## src/rtl/flash_read_arbiter.sv

```systemverilog
// flash_read_arbiter: shares one Avalon-MM flash read port between two
// requesters. One single-word read is in flight at a time. Contention is
// resolved round-robin, and each returned word is steered to the requester
// that issued the read. A watchdog abandons a read whose data never arrives.
module flash_read_arbiter #(
  parameter int TIMEOUT_CYCLES = 64
) (
  input  logic        clk_clk,
  input  logic        reset_reset_n,
  input  logic        req0_read,
  input  logic [22:0] req0_address,
  output logic        req0_waitrequest,
  output logic [31:0] req0_readdata,
  output logic        req0_readdatavalid,
  input  logic        req1_read,
  input  logic [22:0] req1_address,
  output logic        req1_waitrequest,
  output logic [31:0] req1_readdata,
  output logic        req1_readdatavalid,
  output logic        flash_mem_read,
  output logic [22:0] flash_mem_address,
  input  logic        flash_mem_waitrequest,
  input  logic [31:0] flash_mem_readdata,
  input  logic        flash_mem_readdatavalid,
  output logic        flash_mem_write,
  output logic [6:0]  flash_mem_burstcount,
  output logic [3:0]  flash_mem_byteenable,
  output logic [31:0] flash_mem_writedata,
  output logic        timeout_err,
  output logic        grant
);

  localparam int CW = $clog2(TIMEOUT_CYCLES + 1);
  // The watchdog fires on the edge where the count would reach TIMEOUT_CYCLES.
  localparam logic [CW-1:0] TO_LAST = CW'(TIMEOUT_CYCLES - 1);

  typedef enum logic [1:0] {
    IDLE      = 2'd0,
    ISSUE     = 2'd1,
    WAIT_DATA = 2'd2
  } state_t;

  state_t        state_q, state_d;
  logic          last_grant_q, last_grant_d;
  logic [CW-1:0] cnt_q, cnt_d;
  logic          mem_read_q, mem_read_d;
  logic [22:0]   mem_addr_q, mem_addr_d;
  logic          grant_q, grant_d;
  logic [1:0]    waitreq_q, waitreq_d;
  logic [1:0]    rdv_q, rdv_d;
  logic [31:0]   rdata0_q, rdata0_d;
  logic [31:0]   rdata1_q, rdata1_d;
  logic          terr_q, terr_d;
  logic          timeout_s;

  assign timeout_s = (cnt_q == TO_LAST);

  // Next-state and next-output logic for the arbitration FSM and watchdog.
  always_comb begin
    state_d      = state_q;
    last_grant_d = last_grant_q;
    cnt_d        = cnt_q;
    mem_read_d   = mem_read_q;
    mem_addr_d   = mem_addr_q;
    grant_d      = grant_q;
    waitreq_d    = 2'b11;
    rdv_d        = 2'b00;
    terr_d       = 1'b0;
    rdata0_d     = rdata0_q;
    rdata1_d     = rdata1_q;

    case (state_q)
      IDLE: begin
        if (req0_read && req1_read) begin
          // Both contend: the one not served last goes first.
          grant_d    = ~last_grant_q;
          mem_addr_d = last_grant_q ? req0_address : req1_address;
          mem_read_d = 1'b1;
          cnt_d      = '0;
          state_d    = ISSUE;
        end else if (req0_read) begin
          grant_d    = 1'b0;
          mem_addr_d = req0_address;
          mem_read_d = 1'b1;
          cnt_d      = '0;
          state_d    = ISSUE;
        end else if (req1_read) begin
          grant_d    = 1'b1;
          mem_addr_d = req1_address;
          mem_read_d = 1'b1;
          cnt_d      = '0;
          state_d    = ISSUE;
        end else begin
          state_d = IDLE;
        end
      end

      ISSUE: begin
        cnt_d = cnt_q + CW'(1);
        if (timeout_s) begin
          // Abandon: release the requester and return a zero word.
          mem_read_d         = 1'b0;
          waitreq_d[grant_q] = 1'b0;
          rdv_d[grant_q]     = 1'b1;
          terr_d             = 1'b1;
          last_grant_d       = grant_q;
          if (grant_q) begin
            rdata1_d = 32'h0000_0000;
          end else begin
            rdata0_d = 32'h0000_0000;
          end
          state_d = IDLE;
        end else if (!flash_mem_waitrequest) begin
          mem_read_d         = 1'b0;
          waitreq_d[grant_q] = 1'b0;
          state_d            = WAIT_DATA;
        end else begin
          state_d = ISSUE;
        end
      end

      WAIT_DATA: begin
        cnt_d = cnt_q + CW'(1);
        if (flash_mem_readdatavalid) begin
          // Data beats a simultaneous timeout.
          rdv_d[grant_q] = 1'b1;
          last_grant_d   = grant_q;
          if (grant_q) begin
            rdata1_d = flash_mem_readdata;
          end else begin
            rdata0_d = flash_mem_readdata;
          end
          state_d = IDLE;
        end else if (timeout_s) begin
          rdv_d[grant_q] = 1'b1;
          terr_d         = 1'b1;
          last_grant_d   = grant_q;
          if (grant_q) begin
            rdata1_d = 32'h0000_0000;
          end else begin
            rdata0_d = 32'h0000_0000;
          end
          state_d = IDLE;
        end else begin
          state_d = WAIT_DATA;
        end
      end

      default: begin
        mem_read_d = 1'b0;
        state_d    = IDLE;
      end
    endcase
  end

  // State and output registers; reset is asynchronous and active-high.
  always_ff @(posedge clk_clk or posedge reset_reset_n) begin
    if (reset_reset_n) begin
      state_q      <= IDLE;
      last_grant_q <= 1'b1;
      cnt_q        <= '0;
      mem_read_q   <= 1'b0;
      mem_addr_q   <= 23'h000000;
      grant_q      <= 1'b0;
      waitreq_q    <= 2'b11;
      rdv_q        <= 2'b00;
      rdata0_q     <= 32'h0000_0000;
      rdata1_q     <= 32'h0000_0000;
      terr_q       <= 1'b0;
    end else begin
      state_q      <= state_d;
      last_grant_q <= last_grant_d;
      cnt_q        <= cnt_d;
      mem_read_q   <= mem_read_d;
      mem_addr_q   <= mem_addr_d;
      grant_q      <= grant_d;
      waitreq_q    <= waitreq_d;
      rdv_q        <= rdv_d;
      rdata0_q     <= rdata0_d;
      rdata1_q     <= rdata1_d;
      terr_q       <= terr_d;
    end
  end

  assign req0_waitrequest   = waitreq_q[0];
  assign req1_waitrequest   = waitreq_q[1];
  assign req0_readdatavalid = rdv_q[0];
  assign req1_readdatavalid = rdv_q[1];
  assign req0_readdata      = rdata0_q;
  assign req1_readdata      = rdata1_q;
  assign flash_mem_read     = mem_read_q;
  assign flash_mem_address  = mem_addr_q;
  assign timeout_err        = terr_q;
  assign grant              = grant_q;

  // Read-only port: write side is tied off.
  assign flash_mem_write      = 1'b0;
  assign flash_mem_burstcount = 7'd1;
  assign flash_mem_byteenable = 4'hF;
  assign flash_mem_writedata  = 32'h0000_0000;

endmodule

```

## config.mk

```make
export PLATFORM = sky130hd
export DESIGN_NAME = flash_read_arbiter
export DESIGN_NICKNAME = d
export VERILOG_FILES = /design/src/rtl/flash_read_arbiter.sv
export SDC_FILE = /design/constraint.sdc
export NUM_CORES = 1
export LEC_CHECK = 0
export CORE_ASPECT_RATIO = 1.5
export CORE_UTILIZATION = 30
export CTS_BUF_LIST = sky130_fd_sc_hd__clkbuf_8
export CTS_CLUSTER_SIZE = 10
export DETAILED_ROUTE_END_ITERATION = 16
export HOLD_SLACK_MARGIN = 0.1
export PLACE_DENSITY = 0.62
export SLEW_MARGIN = 15
export SYNTH_ARGS = -nofsm -noshare
export SYNTH_HDL_FRONTEND = slang
export SYNTH_SLANG_ARGS = --single-unit
export TNS_END_PERCENT = 50
```

## constraint.sdc

```tcl
create_clock -name clk_clk -period 4 [get_ports clk_clk]
set_clock_uncertainty 0.15 [all_clocks]
set_input_delay 0.4 -clock clk_clk [delete_from_list [all_inputs] [get_ports clk_clk]]
set_output_delay 0.4 -clock clk_clk [all_outputs]
set_load 0.01 [all_outputs]
```

Yosys cells after proc, flatten, opt, wreduce, memory -nomap -nowiden:

Index checks and enable logic that the tools add are counted.

* multipliers: 0
* equality and inequality tests: 7
* bitwise gates (word level): 3
* shift operators: 0
* magnitude comparators: 2
* multiplexer cells: 48
* reduce and logical (&&, ||, !) cells: 12
* div/mod/pow operators: 0
* add/subtract/negate cells: 1

Operators by type and width (count)
* 32-bit two-way mux: 8
* 32-bit one-hot mux with 2 select lines: 2
* 23-bit two-way mux: 4
* 7-bit two-way mux: 3
* 2-bit two-way mux: 9
* 1-bit two-way mux: 15
* 7-bit one-hot mux with 2 select lines: 1
* 3-bit inequality test, second input constant: 3
* 2-bit AND reduction: 4
* 7-bit by 1-bit adder with 7-bit output, second input constant: 1
* 7-bit by 6-bit equality test with 1-bit output, second input constant: 1
* 2-bit one-hot mux with 3 select lines: 1
* 4-bit inequality test, second input constant: 1
* 1-bit one-hot mux with 2 select lines: 2
* 2-bit one-hot mux with 2 select lines: 1
* 2-bit nonzero test: 2
* 1-bit one-hot mux with 3 select lines: 1
* 3-bit AND reduction: 1
* 3-bit nonzero test: 1
* 2-bit by 1-bit equality test with 1-bit output, second input constant: 1
* 2-bit equality test, second input constant: 1
* 1-bit logical AND: 2
* 2-bit zero test: 1
* 1-bit by 2-bit less-than comparator with 1-bit output, second input constant: 1
* 5 further kinds: 6

* bits in latches: 0
* output and inout bits: 138
* register bits after elaboration: 104
* memory bits (writable): 0
* memories: 0
* bits in read-only memories: 0
* word-level logic and storage cells: 84
* bits of input ports: 84

Depth between registers and ports, before layout:

Gate-level depths: netlist of run 1.

* depth in word-level cells: 8
* depth in mapped cells: 8
* gate-level depth less buffers: 5

Least setup slack after synthesis of run 1:

Ideal clock, no wire load.

* path type: register to register
* start point: register state_q[0]
* end point: register rdata1_q[0] (netlist: req1_readdata[0])
* stages on the path, launching flop included: 9
* path slack: 2326 ps
* arrival time: 1402 ps
* buffers on the path: 3
* data required time: 3728 ps
* period minus slack after synthesis: 1674 ps
* setup time: 122 ps
* cells stage by stage: dfrtp_1 inv_1 ha_1 buf_2 and3_1 buf_4 buf_2 a21oi_1 a21oi_1

* longest elaborated chain between the ends: 3
* elaborated cells on any way between the ends: 6
* those cells by class: 3 x eq/ne; 1 x mux; 2 x reduce/logical

RTL lines
* start: declaration: RTL line 43 `state_t state_q, state_d;`
* start signal: assignment: RTL line 171 `state_q <= state_d;`
* 2-bit equality test or 2-bit by 1-bit equality test with 1-bit output (tied branches): RTL line 72 `case (state_q)`
* 3-bit inequality test (no line) or 2-bit nonzero test (tied branches)
* 2-bit AND reduction (no line)
* end signal: assignment: RTL line 180 `rdata1_q <= rdata1_d;`
* end: declaration: RTL line 52 `logic [31:0] rdata1_q, rdata1_d;`

Several ways; a longest one is shown, not always the timed one.
A chain may end at the register's enable or synchronous reset.

Worst setup path in the final report of run 1:

* start point: register state_q[0]
* end point: register rdata1_q[7] (netlist: req1_readdata[7])

Same word-level chain as after synthesis.

==> results.py, run 1 <==
metrics = {
    "die": {
        "row_count": 58,
        "dieHeight_um": 163,
        "dieArea_um2": 17900,
        "ios": 222,
        "initial_core_util_pct": 30.8,
        "dieWidth_um": 110,
        "core_um2": 16900,
    },
    "synthesis": {
        "syn_inst": 565,
        "ys_ff_latch": 104,
        "yosys.area.top_type": "dfrtp_1",
        "yosys.cell_count.top_type": "a21oi_1",
        "synth_top_cell_area_share_pct": 48.5,
        "netlist_area_um2": 5220,
        "synth_edf_count": 0,
        "synth_area_leaders": "dfrtp_1 48%, a21oi_1 19%, buf_4 8.1%",
        "postSynthAreaPerCell_um2": 9.23,
        "synthTopCellsByCount": "194 x a21oi_1, 101 x dfrtp_1, 56 x buf_4, 27 x nor2_1, 24 x nand3b_1",
        "seq_area_frac_synth_pct": 50.0,
        "synthArstFlopShare_pct": 100,
        "synth_ff_type": "dfrtp_1",
        "ys_warn_count": 0,
        "synth_cell_types": 44,
    },
    "run_status": {
        "status": "complete, no violations",
    },
    "clock_tree": {
        "cts_buffers": 9,
        "postCtsSetupBuffers": 0,
        "htree_num_levels": 3,
        "cts_num_sinks": 104,
        "tritoncts": "built",
        "root_buffer": "clkbuf_8",
        "hold_buffers": 0,
        "clk_latency_ps": 360,
        "clk_pin_slew_worst_paths_ps": 120,
        "ctsResizeCount": 0,
        "cts_buffer_depth": 2,
    },
    "setup_path": {
        "cpMostUsedCell": "a21oi_1",
        "crit_path_end": "req1_readdata[7]",
        "startpoint_type": "flip-flop",
        "critical_path_class": "flip-flop to flip-flop",
        "critPathSlowestCell": "and3_2",
        "path_max_fanout": 35,
        "startpoint": "state_q[0]",
        "rr_worst_depth": 6,
        "slowest_delay_ps": 700,
        "r2r_slack_ps": 1400,
        "timing.rr.start": "state_q[0]",
        "crit_arrival_ps": 2730,
        "end_kind": "flip-flop",
        "r2r_end": "req1_readdata[7]",
        "cp.required_ps": 4140,
        "crit_chain": "inv_1, ha_1, and3_2, buf_4, a21oi_1, a21oi_1",
    },
    "power_and_ir_drop": {
        "peakVddDrop_uv": 268,
        "p_total_mw": 5.02,
        "seq_power_share_pct": 36.1,
        "clkPwrFrac_pct": 13.1,
        "p_sw_mw": 1.98,
        "combPwrFrac_pct": 50.9,
        "switching_share_pct": 39.3,
        "power.internal_mw": 3.05,
        "power.density_nw_per_um2": 706,
        "p_leak_nw": 2.96,
    },
    "detailed_routing": {
        "wl_per_cell_um": 15.7,
        "routed-via-count": 4603,
        "via_per_inst": 4.98,
        "wl_met3_um": 880,
        "wl_um": 14500,
        "wl_met1_um": 5680,
        "drc": 0,
        "drt-pass1-iter-count": 5,
        "highest_layer": "met4",
        "drt-initial-drc-count": 264,
        "dr_wl_met2_um": 7840,
        "drtAntennaViolNets": 0,
    },
    "global_route": {
        "grt_max_degree": 56,
        "grt_pass1_wl_um": 22400,
        "grt_pass1_vias": 4553,
        "grt_overflow": 0,
        "grt_use_total_pct": 16.2,
        "grt_antenna_before_repair": 0,
    },
    "cells_and_area": {
        "postLayoutCoreUtil_pct": 42.1,
        "drive_above_1_share_pct": 5.03,
        "area_growth_pct": 36.4,
        "final_cells": 925,
        "fin_nets": 799,
        "diodes": 0,
    },
    "timing": {
        "worstMarginPinSlew_ps": 951,
        "rsz0062_at_grt": "false",
        "fin_crit_ps": 2600,
        "relSlewSlack_pct": 36.4,
        "slew_viol_final": 0,
        "finalHoldViolCount": 0,
        "final.period_utilization_pct": 64.9,
        "setup_violations": 0,
        "max_clock_freq_mhz": 385,
        "setup_tns_ps": 0,
    },
    "worst_hold_path": {
        "hp-class": "input pin to asynchronous set/reset pin",
    },
    "placed_design": {
        "placedCellCount": 909,
        "hpwl_um": 10300,
        "port_buffers": 177,
        "routabilityCongestion": 0.810,
    },
    "flow_run": {
        "max-cap-violations": 0,
    },
}
power groups by stage:
stage          sequential [mW]  combinational [mW]  clock [mW]
4_1_cts                   1.82                2.59       0.699
5_1_grt                   1.87                2.83       0.739
2_1_floorplan             1.98                1.19           0
6_report                  1.81                2.55       0.658
3_3_place_gp              1.82                2.52           0
3_5_place_dp              1.83                2.59           0
logic make-up (layout without fill, tap and decap cells):
logic type | after synthesis | count (layout) | synth area share (%)
AO/OA/AOI/OAI | 268 | 268 | 27.3
adder cells (fa/ha/maj) | 5 | 5 | 1.20
buffers and inverters | 99 | 207 | 11.7
flip-flops | 104 | 104 | 50.0
multiplexers | 1 | 1 | 0.216
other | 2 | 44 | 0.144
AND/OR/NAND/NOR | 86 | 86 | 9.50
sequential cells by signal, indices dropped and copies added, names as in the netlist:
name               flops
cnt_q                  7
flash_mem_address     23
flash_mem_read         1
grant                  1
last_grant_q           1
rdv_q                  2
req0_readdata         32
req1_readdata         32
state_q                2
timeout_err            1
waitreq_q              2
critical path: cells and delay by family (launching register included):
| kind | cells | cell delay, ps |
|---|---|---|
| AND/OR/NAND/NOR | 1 | 700 |
| buffers and inverters | 2 | 500 |
| flip-flops | 1 | 420 |
| adder cells (fa/ha/maj) | 1 | 420 |
| AO/OA/AOI/OAI | 2 | 320 |
area by class of cell:
class / count / area, um2
clock inverter: 6 / 57.6
clock buffer: 10 / 138
multi-input combinational: 404 / 2190
fill: 1717 / 9790
tap: 210 / 263
sequential: 104 / 2610
timing repair buffer: 183 / 1830
inverter: 8 / 32.5
metrics by stage:
stage | hold WS, ps | instance area [um2] | setup slack, ps
finish | 301 | 7110 | 1400
floorplan | 303 | 5370 | 723
detailed placement | 347 | 6920 | 1320
CTS | 303 | 7110 | 1390
global route | 322 | 7110 | 1260
global placement | 331 | 6920 | 1460
worst min-delay path by stage:
stage	startpoint	to	slack (ps)
after floorplan	cnt_q[6]	timeout_err	300
after global placement	cnt_q[6]	timeout_err	330
after detailed placement	cnt_q[6]	timeout_err	350
after CTS	reset_reset_n	req0_readdata[21]	300
after global routing	reset_reset_n	req0_readdata[21]	320
final	reset_reset_n	req0_readdata[21]	300
layer usage:
layer,up-vias,GRT usage (%)
met2,172,30.6
met4,0,4.85
met5,-,0
li1,2226,-
met3,2,4.39
met1,2203,16.9
layout by cell type, fill, tap and decap left out, types with 2 or more instances in the layout:
master and n:
a21oi_1 194, clkdlybuf4s50_1 177, dfrtp_1 101, conb_1 44
nor2_1 27, nand3b_1 24, a31oi_1 23, o21ai_0 20
o21ai_1 15, clkbuf_8 10, nand2_1 8, inv_1 6
nand3_1 6, ha_1 5, buf_4 5, nand4_1 3
dfstp_2 3, o21ai_4 2, nor2b_1 2, nor4_1 2
a21o_1 2, nor3b_1 2, a211o_1 2, o211ai_1 2
a211oi_1 2, inv_6 2, inv_8 2, clkinv_4 2
Power figures use the tool's default switching activity.
==> run 2: changes to the inputs <==
clock period = 2.55 ns   (was 4 ns; I/O delays follow)
==> run 2 against run 1 <==
Combinational power rose by 60%. Setup slack got worse by 950 ps. Total power rose by 57%. Via count rose by 1.6%. Worst hold slack got worse by 68 ps. Cell count rose by 0.32%. Clock power rose by 49%. Clock-buffer cell count fell by 1. Die area did not move. Critical path depth fell by 1. Utilization rose by 0.33 points. Highest routed layer unchanged.
==> results.py, run 2 (synthesis results as in run 1) <==
metrics = {
    "global_route": {
        "grt_pass1_wl_um": 22400,
        "use_met3_pct": 5.07,
        "grt_util_met2_pct": 27.8,
        "grt_pass1_vias": 4565,
        "grt_antenna_before_repair": 0,
        "grt_use_total_pct": 15.8,
        "busiest_layer": "met2",
        "grt_overflow": 0,
        "grt_max_degree": 105,
        "use_met1_pct": 18.1,
    },
    "setup_path": {
        "critical-path-top-delay-family": "compound AO/OA/AOI/OAI gates",
        "crit_chain": "ha_1, nand4b_1, o21ai_4, buf_12, a21oi_1",
        "slowest_delay_ps": 440,
        "critPathSlowestCell": "o21ai_4",
        "cp.required_ps": 2640,
        "path_max_fanout": 54,
        "startpoint_type": "flip-flop",
        "crit_buf_inv": 1,
        "end_kind": "flip-flop",
        "rr_worst_depth": 5,
        "crit_arrival_ps": 2190,
        "cp.depth": 5,
        "critical_path_class": "flip-flop to flip-flop",
    },
    "detailed_routing": {
        "drc": 0,
        "drtAntennaViolNets": 0,
        "routed-via-count": 4675,
        "wl_um": 14100,
        "via_per_inst": 5.04,
        "drt-pass1-iter-count": 4,
        "drt-initial-drc-count": 206,
        "wl_per_cell_um": 15.2,
    },
    "timing": {
        "final.period_utilization_pct": 82.3,
        "setup_violations": 0,
        "max_clock_freq_mhz": 476,
        "worstMarginPinSlew_ps": 569,
        "relSlewSlack_pct": 62.1,
        "fin_crit_ps": 2100,
        "finalHoldViolCount": 0,
        "setup_tns_ps": 0,
        "holdWs_ps": 233,
        "rsz0062_at_grt": "false",
        "fin_ws_ps": 450,
        "slew_viol_final": 0,
    },
    "cells_and_area": {
        "postLayoutCellArea_um2": 7170,
        "final_common_cell": "a21oi_1",
        "postLayoutCoreUtil_pct": 42.4,
        "diodes": 0,
        "final_cell_mix": "194 x a21oi_1, 177 x clkdlybuf4s50_1, 101 x dfrtp_1",
        "fin_nets": 802,
        "final_cells": 928,
        "drive_above_1_share_pct": 5.15,
        "area_growth_pct": 37.5,
    },
    "power_and_ir_drop": {
        "seq_power_share_pct": 35.8,
        "power.density_nw_per_um2": 1100,
        "switching_share_pct": 39.1,
        "p_leak_nw": 2.98,
        "peakVddDrop_uv": 458,
        "combPwrFrac_pct": 51.8,
        "clkPwrFrac_pct": 12.4,
        "power.internal_mw": 4.80,
        "p_total_mw": 7.88,
        "p_sw_mw": 3.08,
    },
    "clock_tree": {
        "postCtsSetupBuffers": 0,
        "cts_num_sinks": 104,
        "cts_buffers": 9,
        "root_buffer": "clkbuf_8",
        "clk_pin_slew_worst_paths_ps": 110,
        "cts_buffer_depth": 2,
        "ctsResizeCount": 0,
        "clk_latency_ps": 370,
        "hold_buffers": 0,
        "htree_num_levels": 3,
        "tritoncts": "built",
    },
    "placed_design": {
        "postPlaceCellArea_um2": 6990,
        "placedCellCount": 912,
        "port_buffers": 177,
        "pre_cts_ws_ps": 445,
        "routabilityCongestion": 0.791,
        "hpwl_um": 9850,
    },
    "worst_hold_path": {
        "hp-class": "input pin to asynchronous set/reset pin",
    },
    "run_status": {
        "status": "complete, no violations",
    },
    "flow_run": {
        "max-cap-violations": 0,
    },
    "die": {
        "row_count": 58,
        "dieHeight_um": 163,
        "ios": 222,
        "dieArea_um2": 17900,
        "initial_core_util_pct": 30.8,
        "dieWidth_um": 110,
        "core_um2": 16900,
    },
}
## run 2: cell count changes in the layout (fill, tap and decap cells not counted), sizes merged
cell / delta
clkinvlp: +1
clkbuf: -1
clkinv: +1
buf: +3
inv: -1
## run 2: final timing paths
path	startpoint	end	slack, ps
max reg2reg	cnt_q[0]	req0_readdata[19]	450
max	cnt_q[0]	req0_readdata[19]	450
min	reset_reset_n	req1_readdata[1]	230
max in group asynchronous	reset_reset_n	req0_readdata[22]	1570
min reg2reg	cnt_q[0]	cnt_q[0]	390
min in group clk_clk	req1_address[1]	flash_mem_address[1]	310
## run 2: cell type report
cell class | instances | area (um2)
clock buffers | 9 | 124
clock inverters | 7 | 55.1
fillers | 1707 | 9740
inverters | 8 | 33.8
multi-input cells | 404 | 2190
flip-flops and latches | 104 | 2610
well taps | 210 | 263
repair buffers | 186 | 1900
## run 2: power by group through the flow
stage	combinational [mW]	sequential [mW]	clock (mW)
after floorplan	1.86	3.10	0
after global placement	4.01	2.85	0
after detailed placement	4.12	2.85	0
after CTS	4.13	2.83	1.03
after global routing	4.55	2.91	1.09
final	4.08	2.82	0.978
## run 2: layer usage
layer	vias up	wire length (um)
li1	2230	-
met1	2242	5490
met2	189	7260
met3	14	1160
met4	0	171
met5	-	0
## run 2: worst min-delay path: cells and delay by family
family / cells / cell delay (ps)
buffers and inverters: 3 / 970
